**config.mk**
```make
export PLATFORM = sky130hd
export DESIGN_NAME = serial_comparator
export DESIGN_NICKNAME = d
export VERILOG_FILES = /design/src/rtl/serial_comparator_pkg.sv /design/src/rtl/serial_comparator_digit_compare.sv /design/src/rtl/serial_comparator.sv
export SDC_FILE = /design/constraint.sdc
export NUM_CORES = 1
export LEC_CHECK = 0
export CAP_MARGIN = 25
export CORE_ASPECT_RATIO = 1.1
export CORE_MARGIN = 2
export CORE_UTILIZATION = 35
export CTS_BUF_LIST = sky130_fd_sc_hd__clkbuf_16
export CTS_CLUSTER_DIAMETER = 80
export DETAILED_ROUTE_END_ITERATION = 12
export SLEW_MARGIN = 20
export SYNTH_ARGS = -nofsm -noshare
export SYNTH_HDL_FRONTEND = slang
export SYNTH_SLANG_ARGS = --single-unit
```
**constraint.sdc**
```tcl
create_clock -name clk -period 2.8 [get_ports clk]
set_clock_uncertainty 0.15 [all_clocks]
set_input_delay 0.42 -clock clk [delete_from_list [all_inputs] [get_ports clk]]
set_output_delay 0.42 -clock clk [all_outputs]
set_load 0.05 [all_outputs]
```
**src/rtl/serial_comparator_pkg.sv**
```systemverilog
// rtl/serial_comparator_pkg.sv - shared FSM states and result flag encodings for serial_comparator
package serial_comparator_pkg;

    typedef enum logic [1:0] {
        IDLE = 2'd0,
        CMP  = 2'd1,
        DONE = 2'd2
    } state_t;

    // Result flags packed as {equal, greater, less}; one-hot or all clear.
    localparam logic [2:0] RES_NONE = 3'b000;
    localparam logic [2:0] RES_EQ   = 3'b100;
    localparam logic [2:0] RES_GT   = 3'b010;
    localparam logic [2:0] RES_LT   = 3'b001;

endpackage

```
**src/rtl/serial_comparator_digit_compare.sv**
```systemverilog
// rtl/serial_comparator_digit_compare.sv - combinational unsigned compare of one DIGIT-bit slice
module digit_compare #(
    parameter int DIGIT = 2
) (
    input  logic [DIGIT-1:0] a,
    input  logic [DIGIT-1:0] b,
    output logic             eq,
    output logic             gt
);

    assign eq = (a == b);
    assign gt = (a > b);

endmodule

```
**src/rtl/serial_comparator.sv**
```systemverilog
// rtl/serial_comparator.sv - MSB-first digit-serial magnitude comparator with early termination
module serial_comparator
    import serial_comparator_pkg::*;
#(
    parameter int WIDTH     = 8,
    parameter int DIGIT     = 2,
    parameter int SIGNED_EN = 1
) (
    input  logic                                 clk,
    input  logic                                 rst,
    input  logic                                 start,
    input  logic                                 is_signed,
    input  logic [WIDTH-1:0]                     A,
    input  logic [WIDTH-1:0]                     B,
    output logic                                 busy,
    output logic                                 done,
    output logic                                 A_equal_B,
    output logic                                 A_greater_B,
    output logic                                 A_less_B,
    output logic [$clog2(WIDTH/DIGIT+1)-1:0]     cycles
);

    localparam int N  = WIDTH / DIGIT;
    localparam int CW = $clog2(N + 1);

    state_t           state;
    state_t           state_next;
    logic [WIDTH-1:0] a_sh;
    logic [WIDTH-1:0] b_sh;
    logic [CW-1:0]    idx;
    logic [2:0]       flags;
    logic             dig_eq;
    logic             dig_gt;
    logic             idx_last;
    logic             accept;
    logic             sign_flip;

    // Flipping the sign bit maps two's-complement order onto unsigned order.
    assign sign_flip = is_signed & (SIGNED_EN != 0);
    assign accept    = start & ((state == IDLE) | (state == DONE));
    assign idx_last  = (idx == CW'(N - 1));

    digit_compare #(
        .DIGIT (DIGIT)
    ) u_digit_compare (
        .a  (a_sh[WIDTH-1 -: DIGIT]),
        .b  (b_sh[WIDTH-1 -: DIGIT]),
        .eq (dig_eq),
        .gt (dig_gt)
    );

    always_ff @(posedge clk) begin
        if (rst) begin
            state <= IDLE;
        end else begin
            state <= state_next;
        end
    end

    always_comb begin
        state_next = state;
        case (state)
            IDLE:    if (start) state_next = CMP;
            CMP:     if (!dig_eq || idx_last) state_next = DONE;
            DONE:    state_next = start ? CMP : IDLE;
            default: state_next = IDLE;
        endcase
    end

    always_comb begin
        busy = 1'b0;
        done = 1'b0;
        case (state)
            CMP:     busy = 1'b1;
            DONE:    done = 1'b1;
            default: ;
        endcase
    end

    // Operands shift left so the slice under test is always at the top.
    always_ff @(posedge clk) begin
        if (rst) begin
            a_sh   <= '0;
            b_sh   <= '0;
            idx    <= '0;
            flags  <= RES_NONE;
            cycles <= '0;
        end else if (accept) begin
            a_sh   <= {A[WIDTH-1] ^ sign_flip, A[WIDTH-2:0]};
            b_sh   <= {B[WIDTH-1] ^ sign_flip, B[WIDTH-2:0]};
            idx    <= '0;
            flags  <= RES_NONE;
            cycles <= '0;
        end else if (state == CMP) begin
            if (!dig_eq) begin
                flags  <= dig_gt ? RES_GT : RES_LT;
                cycles <= idx + CW'(1);
            end else if (idx_last) begin
                flags  <= RES_EQ;
                cycles <= CW'(N);
            end else begin
                idx  <= idx + CW'(1);
                a_sh <= a_sh << DIGIT;
                b_sh <= b_sh << DIGIT;
            end
        end
    end

    assign A_equal_B   = flags[2];
    assign A_greater_B = flags[1];
    assign A_less_B    = flags[0];

endmodule

```
* After elaboration in Yosys (flattened, before gate mapping)
Index checks and enable logic that the tools add are counted.
** Operators by class
- $add $sub $neg :: 1
- Magnitude comparators :: 1
- Equal/unequal tests :: 8
- Multiplexer cells :: 18
- Bitwise operators :: 5
- Reduce and logical (&&, ||, !) cells :: 10
** Operators by type and width (count)
- $mux W8 :: 8
- $mux W3 :: 3
- $mux W2 :: 3
- $pmux W2 S3 :: 1
- $reduce_and A3 Y1 :: 2
- $ne A2 B1 Y1 const B :: 2
- $ne A2 B2 Y1 const B :: 2
- $reduce_and A2 Y1 :: 2
- $reduce_bool A2 Y1 :: 2
- $add A3 B1 Y3 const B :: 1
- $eq A3 B2 Y1 const B :: 1
- $mux W1 :: 3
- $eq A2 B1 Y1 const B :: 1
- $eq A2 B2 Y1 :: 1
- $eq A2 B2 Y1 const B :: 1
- $gt A2 B2 Y1 :: 1
- $logic_not A2 Y1 :: 1
- $reduce_or A2 Y1 :: 1
- $xor A1 B1 Y1 :: 2
- $and A1 B1 Y1 :: 1
- $logic_not A1 Y1 :: 1
- $logic_or A1 B1 Y1 :: 1
- $not A1 Y1 :: 1
- $or A1 B1 Y1 :: 1
** Word-level totals
- Register bits :: 27
- Input bits :: 20
- Output and inout port bits :: 8
- Logic and storage cells :: 49

* Logic depth before layout (Yosys ltp)
Gate-level depths: netlist of the first run.
- Depth after elaboration :: 5
- Gate-level depth with buffers :: 6
- Gate-level depth less buffers :: 5

* By module
A second synthesis of the first run with hierarchy kept.
** Unflattened totals
- Cell total of the unflattened synthesis :: 147
- Area total of the unflattened synthesis :: 1286.2 sq um
** Modules (own cells, without submodules)
- serial_comparator :: instances 1, cells an instance 139, area an instance 1226.2 sq um, sequential area each 540.5 sq um
- digit_compare :: instances 1, cells an instance 8, area an instance 60.1 sq um, sequential area each 0.0 sq um

* Worst setup path before layout of the first run
OpenSTA, ideal clock, no wires.
- Kind :: reg2reg
- Start :: reg idx[0]
- End :: reg a_sh[5]
- Setup time :: 0.091 ns
- Arrival time :: 1.369 ns
- Data required time :: 2.559 ns
- Setup slack :: 1.190 ns
- Stages on the path, launching flop included :: 7
- Buffers on the path :: 1
- Clock period less this slack :: 1.610 ns
- Cell sequence :: dfxtp_1 > ha_1 > ha_1 > and3b_1 > buf_2 > nand3_1 > a311oi_1
** On the way
- Cells in the longest elaborated chain, start to end :: 3
** Ends and longest elaborated chain
- start: declaration :: RTL line serial_comparator.sv:30 : logic [CW-1:0] idx;
- start signal: assignment :: RTL line serial_comparator.sv:102 : idx <= idx + CW'(1);
- $eq A3 B2 Y1 :: RTL line serial_comparator.sv:41 : assign idx_last = (idx == CW'(N - 1));
- $ne A2 B1 Y1 (no line)
- $reduce_and A3 Y1 (no line)
- end signal: assignment :: RTL line serial_comparator.sv:89 : a_sh <= {A[WIDTH-1] ^ sign_flip, A[WIDTH-2:0]};
- end signal: assignment :: RTL line serial_comparator.sv:103 : a_sh <= a_sh << DIGIT;
- end: declaration :: RTL line serial_comparator.sv:28 : logic [WIDTH-1:0] a_sh;
No other way between the ends.
A chain may end at the register's enable or synchronous reset.

* Worst setup path after layout of the first run
- Start :: reg state[0]
- End :: out busy
** On the way
- Cells in the longest elaborated chain, start to end :: 2
** Ends and longest elaborated chain
- start: declaration :: RTL line serial_comparator.sv:26 : state_t state;
- start signal: assignment :: RTL line serial_comparator.sv:56 : state <= state_next;
- $eq A2 B1 Y1 :: RTL line serial_comparator.sv:73 : case (state)
- $mux W1 :: RTL line serial_comparator.sv:73
- end: declaration :: RTL line serial_comparator.sv:15 : output logic busy,
No other way between the ends.

==> impl_metrics.env, run 1 <==
export IMPL_crit_path_end="busy"
export IMPL_synth_common_cells="27 x dfxtp_1, 14 x a21oi_1, 14 x nand3_1, 14 x o21ai_0"
export IMPL_final_nets=192
export IMPL_core_area_mm2=0.00360
export IMPL_fin_setup_tns_ns=0
export IMPL_dp_hpwl_um=1890
export IMPL_synth_nets=171
export IMPL_reg2reg_slack_ns=0.58
export IMPL_antenna_found_initial=0
export IMPL_grt_pass1_wl_um=4900
export IMPL_internal_power_mw=0.693
export IMPL_synth_edf_count=0
export IMPL_overflow=0
export IMPL_worst_slew_pin_transition_ns=0.759
export IMPL_cellPowerDensity_mw_per_mm2=610
export IMPL_switchingPower_mw=0.301
export IMPL_power_share_combinational_pct=24.2
export IMPL_busiest_layer="met2"
export IMPL_synth_seq_cells=27
export IMPL_met1_usage_pct=19.8
export IMPL_final_hold_viol_count=0
export IMPL_rsz0062_at_grt="no"
export IMPL_area_delta_synth_final_pct=26.3
export IMPL_cts_tree="built"
export IMPL_yosysWarnings=0
export IMPL_setup_violations=0
export IMPL_place_congestion=0.744
export IMPL_post_layout_nonfiller_instances=217
export IMPL_fillers=369
export IMPL_irDropWorstVdd_v=0.000290
export IMPL_drtIter0Drc=49
export IMPL_grt_use_met3_pct=3.45
export IMPL_p_clk_share_pct=32.6
export IMPL_wl_um=2970
export IMPL_endpoint_kind="primary output"
export IMPL_syn_area_per_cell_um2=8.78
export IMPL_async_reset_ff_share_pct=0
export IMPL_die_w_um=61.9
export IMPL_timing_final_ws_setup_ns=0.460
export IMPL_io_pins=28
export IMPL_crit_start="state[0]"
export IMPL_num_rows=23
export IMPL_yosysTopAreaCellShare_pct=41.9
export IMPL_use_met2_pct=25.1
export IMPL_clk_pin_slew_ns=0.07
export IMPL_stdcell_area_mm2=0.00163
export IMPL_r2r_end="idx[0]"
export IMPL_critPathMaxFanout=26
export IMPL_synth_area_mm2=0.00129
export IMPL_synth_flop_cell="dfxtp_1"
export IMPL_cts_htree_levels=1
export IMPL_diodes=0
export IMPL_drcViolationCount=0
export IMPL_dieArea_mm2=0.00419
export IMPL_r2r_cells=5
export IMPL_post_cts_buffers=0
export IMPL_clock_latency_ns=0.26
export IMPL_viasPerCell=5.25
export IMPL_holdCritPathClass="flip-flop to flip-flop"
export IMPL_fmax_mhz=427
export IMPL_synthCells=147
export IMPL_vias=1140
export IMPL_ctsRootBufferMaster="clkbuf_16"
export IMPL_synth_seq_area_share_pct=41.9
export IMPL_synth_distinct_cells=29
export IMPL_status="finished clean"
export IMPL_drv_slew=0
export IMPL_grt_use_total_pct=15.5
export IMPL_port_buffers=27
export IMPL_swShare_pct=30.3
export IMPL_critPathKind="flip-flop to primary output"
export IMPL_worst_slew_margin_rel_pct=49.2
export IMPL_ys_top_cells_by_area="dfxtp_1 42%, a311oi_1 8.8%, a21oi_1 5.4%"
export IMPL_post_route_util_pct=45.3
export IMPL_cp_data_arrival_time_ns=1.77
export IMPL_drtPass1Iterations=4
export IMPL_p_leak_nw=0.557
export IMPL_yosys_area_top_type="dfxtp_1"
export IMPL_yosysMostFrequentCell="dfxtp_1"
export IMPL_place_inst=213
export IMPL_place_area_mm2=0.00155
export IMPL_final_layout_size_suffix_gt1_share_pct=6.59
export IMPL_pre_cts_ws_ns=0.651
export IMPL_fin_crit_sh_pct=83.6
export IMPL_wl_per_cell_um=13.7
export IMPL_timing_hold_ws_ns=0.328
export IMPL_start_kind="flip-flop"
export IMPL_drv_cap=0
export IMPL_total_power_mw=0.995
export IMPL_cts_hold_buffers=0
export IMPL_clk_path_buf_depth=2
export IMPL_cts_sinks=27
export IMPL_seq_power_share_pct=43.1
export IMPL_grt_max_degree=30
export IMPL_grt_pass1_vias=1158
export IMPL_r2r_start="idx[0]"
export IMPL_min_period_ns=2.34
export IMPL_cts_buffers=3
export IMPL_die_y_um=67.7
export IMPL_cts_resized=0
export IMPL_ant_nets=0
export IMPL_cp_required_ns=2.23
export IMPL_start_util_pct=35.9
how the worst min path moves through the flow:
stage	start	end	slack, ns	cells past startpoint
4_1_cts	flags[1]	flags[1]	0.33	2
5_1_grt	cycles[0]	cycles[0]	0.36	2
3_3_place_gp	cycles[0]	cycles[0]	0.32	2
3_5_place_dp	flags[1]	flags[1]	0.32	2
6_report	flags[1]	flags[1]	0.33	2
2_1_floorplan	idx[1]	idx[1]	0.31	2
placed cells by master, fill, tap and decap left out, types with 2 or more instances in the layout:
| cell type | count |
|---|---|
| nand3_1 | 14 |
| o211ai_1 | 5 |
| ha_1 | 4 |
| clkdlybuf4s50_1 | 27 |
| dfxtp_1 | 27 |
| nand2_1 | 5 |
| o21ai_0 | 14 |
| a21oi_1 | 14 |
| nor2_1 | 13 |
| o21ai_1 | 4 |
| nand3b_1 | 2 |
| a311oi_1 | 13 |
| inv_1 | 3 |
| clkbuf_16 | 3 |
| buf_4 | 3 |
| xor2_1 | 2 |
| nand2b_4 | 2 |
| and2b_1 | 2 |
layer usage:
| layer | vias up | wire length [um] |
|---|---|---|
| li1 | 580 | - |
| met1 | 530 | 1450 |
| met2 | 26 | 1380 |
| met3 | 4 | 113 |
| met4 | 0 | 26 |
| met5 | - | 0 |
layout make-up:
cell class | count | area, um^2 | area share, %
flip-flops and latches | 27 | 541 | 33.2
clock inverters | 1 | 5.00 | 0.307
multi-input cells | 102 | 639 | 39.2
inverters | 4 | 15.0 | 0.921
clock buffers | 3 | 75.1 | 4.60
repair buffers | 30 | 293 | 18.0
well taps | 50 | 62.6 | 3.84
power by group through the flow:
stage                     clock network [mW]  logic (mW)  registers [mW]
after global routing                   0.344       0.264           0.432
after CTS                              0.330       0.240           0.429
after floorplan                            0       0.167           0.447
final                                  0.324       0.241           0.429
after global placement                     0       0.234           0.437
after detailed placement                   0       0.237           0.437
worst max-delay path, cell delays in order (launching register included):
cell and delay, ns:
dfxtp_1 0.41, nand2b_4 0.20, inv_2 0.10, clkdlybuf4s50_1 0.80
logic make-up after synthesis:
| group | Yosys count | synth area share (%) |
|---|---|---|
| compound gates | 52 | 25.9 |
| simple gates | 44 | 18.4 |
| flops | 27 | 41.9 |
| buf+inv | 18 | 8.62 |
| fa+ha+maj | 4 | 3.88 |
| xor+xnor | 2 | 1.36 |
flip-flops by register name, indices dropped and copies added (netlist names):
signal,cells
idx,3
a_sh,8
cycles,3
b_sh,8
state,2
flags,3
No activity file was read; power rests on OpenSTA's default activity.
==> run 2: changes to the inputs <==
Clock period 2.8 ns to 2.35 ns, I/O delays scaled along.
==> run 2 against run 1 <==
Against the previous run:
- critical path depth decreased by 1
- register-to-register slack got worse by 0.22 ns
- hold slack better by 0.0023 ns
- wire length shrank 4.6%
- sequential share of layout area down 0.10 points
- highest routed layer unchanged
- count of clock-buffer cells in the layout did not move
- critical endpoint is now done
- largest cell class unchanged
- cell area is 0.31% higher
- sequential power increased by 19%
- worst setup slack lost 0.22 ns
- via count increased by 2.2%
==> impl_metrics.env, run 2 (same netlist as run 1, synthesis figures left out) <==
export IMPL_status="finished clean"
export IMPL_min_period_ns=2.11
export IMPL_grt_pass1_vias=1141
export IMPL_grt_use_total_pct=15.5
export IMPL_fillers=360
export IMPL_cts_hold_buffers=0
export IMPL_antenna_found_initial=0
export IMPL_drtPass1Iterations=4
export IMPL_cts_sinks=27
export IMPL_post_cts_buffers=0
export IMPL_grt_max_degree=27
export IMPL_layout_common_cells="27 x dfxtp_1, 26 x clkdlybuf4s50_1, 14 x o21ai_0, 14 x nand3_1, 14 x a21oi_1"
export IMPL_irDropWorstVdd_v=0.000282
export IMPL_clk_pin_slew_ns=0.07
export IMPL_core_area_mm2=0.00360
export IMPL_worst_slew_pin_transition_ns=0.517
export IMPL_dieArea_mm2=0.00419
export IMPL_drcViolationCount=0
export IMPL_final_layout_size_suffix_gt1_share_pct=7.74
export IMPL_critPathMaxFanout=4
export IMPL_ctsRootBufferMaster="clkbuf_16"
export IMPL_place_inst=214
export IMPL_grt_pass1_wl_um=4890
export IMPL_ant_nets=0
export IMPL_grt_use_met3_pct=3.45
export IMPL_place_congestion=0.713
export IMPL_drv_slew=0
export IMPL_overflow=0
export IMPL_post_layout_nonfiller_instances=218
export IMPL_cts_resized=0
export IMPL_busiest_layer="met2"
export IMPL_dp_hpwl_um=1930
export IMPL_clk_path_buf_depth=2
export IMPL_critPathKind="flip-flop to primary output"
export IMPL_fin_setup_tns_ns=0
export IMPL_die_y_um=67.7
export IMPL_drv_cap=0
export IMPL_register_area_um2=541
export IMPL_final_hold_viol_count=0
export IMPL_vias=1165
export IMPL_diodes=0
export IMPL_rsz0062_at_grt="no"
export IMPL_viasPerCell=5.34
export IMPL_wl_per_cell_um=13.0
export IMPL_path_cells="and2b_1 > clkdlybuf4s50_1"
export IMPL_cellPowerDensity_mw_per_mm2=725
export IMPL_final_nets=193
export IMPL_cpPeakStageDelay_ns=0.79
export IMPL_start_kind="flip-flop"
export IMPL_cts_buffers=3
export IMPL_cp_data_arrival_time_ns=1.61
export IMPL_worst_slew_margin_rel_pct=65.6
export IMPL_wl_um=2830
export IMPL_cp_required_ns=1.85
export IMPL_start_util_pct=35.9
export IMPL_multiInputGateArea_um2=639
export IMPL_io_pins=28
export IMPL_fin_crit_sh_pct=89.7
export IMPL_holdCritPathClass="flip-flop to flip-flop"
export IMPL_clock_latency_ns=0.26
export IMPL_use_met2_pct=23.8
export IMPL_cpMaxStageDelayCell="clkdlybuf4s50_1"
export IMPL_fmax_mhz=474
export IMPL_num_rows=23
export IMPL_p_leak_nw=0.563
export IMPL_cts_tree="built"
export IMPL_total_power_mw=1.19
export IMPL_final_common_cell="dfxtp_1"
export IMPL_met1_usage_pct=20.5
export IMPL_setup_violations=0
export IMPL_port_buffers=27
export IMPL_area_delta_synth_final_pct=26.6
export IMPL_post_route_util_pct=45.5
export IMPL_cts_htree_levels=1
export IMPL_die_w_um=61.9
export IMPL_reg_top3="a_sh: 8 flops, b_sh: 8 flops"
export IMPL_drtIter0Drc=53
export IMPL_endpoint_kind="primary output"
[run 2: cell count changes in the layout (fill, tap and decap cells not counted), sizes merged]
cell	previous run	this run
buf	3	5
clkdlybuf4s50	27	26
[run 2: metal layers]
metal  part of all wire (%)  vias up
met2                     45       23
li1                       -      584
met1                     48      551
met4                    2.1        0
met3                    4.6        7
met5                      0        -
[run 2: final cells by class]
cell class	instances	area share, %
Tap cell	50	3.83
Inverter	4	0.918
Sequential cell	27	33.1
Timing Repair Buffer	31	18.2
Multi-Input combinational cell	102	39.1
Clock inverter	1	0.306
Clock buffer	3	4.59
[run 2: stage by stage]
stage	hold WS, ns	worst slack [ns]	instance area [um^2]
CTS	0.327	0.231	1640
global route	0.355	0.195	1640
finish	0.330	0.242	1640
global placement	0.318	0.436	1560
detailed placement	0.318	0.381	1560
floorplan	0.308	0.740	1290
[run 2: final timing paths]
check / start / cells past startpoint / slack (ns) / endpoint
min: flags[1] / 2 / 0.33 / flags[1]
max reg2reg: idx[0] / 6 / 0.36 / idx[2]
max: state[0] / 2 / 0.24 / done
min reg2reg: flags[1] / 2 / 0.33 / flags[1]
[run 2: worst max-delay path, delay by kind of cell, from the launching register on]
kind                   cells  cell delay (ns)
flip-flops                 1             0.35
buffers and inverters      1             0.79
AND/OR/NAND/NOR            1             0.20
[run 2: report_power, final]
part	leakage, nW	switching (mW)	total [mW]	internal (mW)
Sequential	0.222	0.0186	0.511	0.493
Combinational	0.300	0.181	0.290	0.109
Clock	0.0409	0.155	0.384	0.230
==> run 3: changes to the inputs <==
Settings changed: CTS_CLUSTER_SIZE from default to 14.
==> results of run 3 <==
Same layout as run 2: the final DEF is identical, and so are final timing and power.
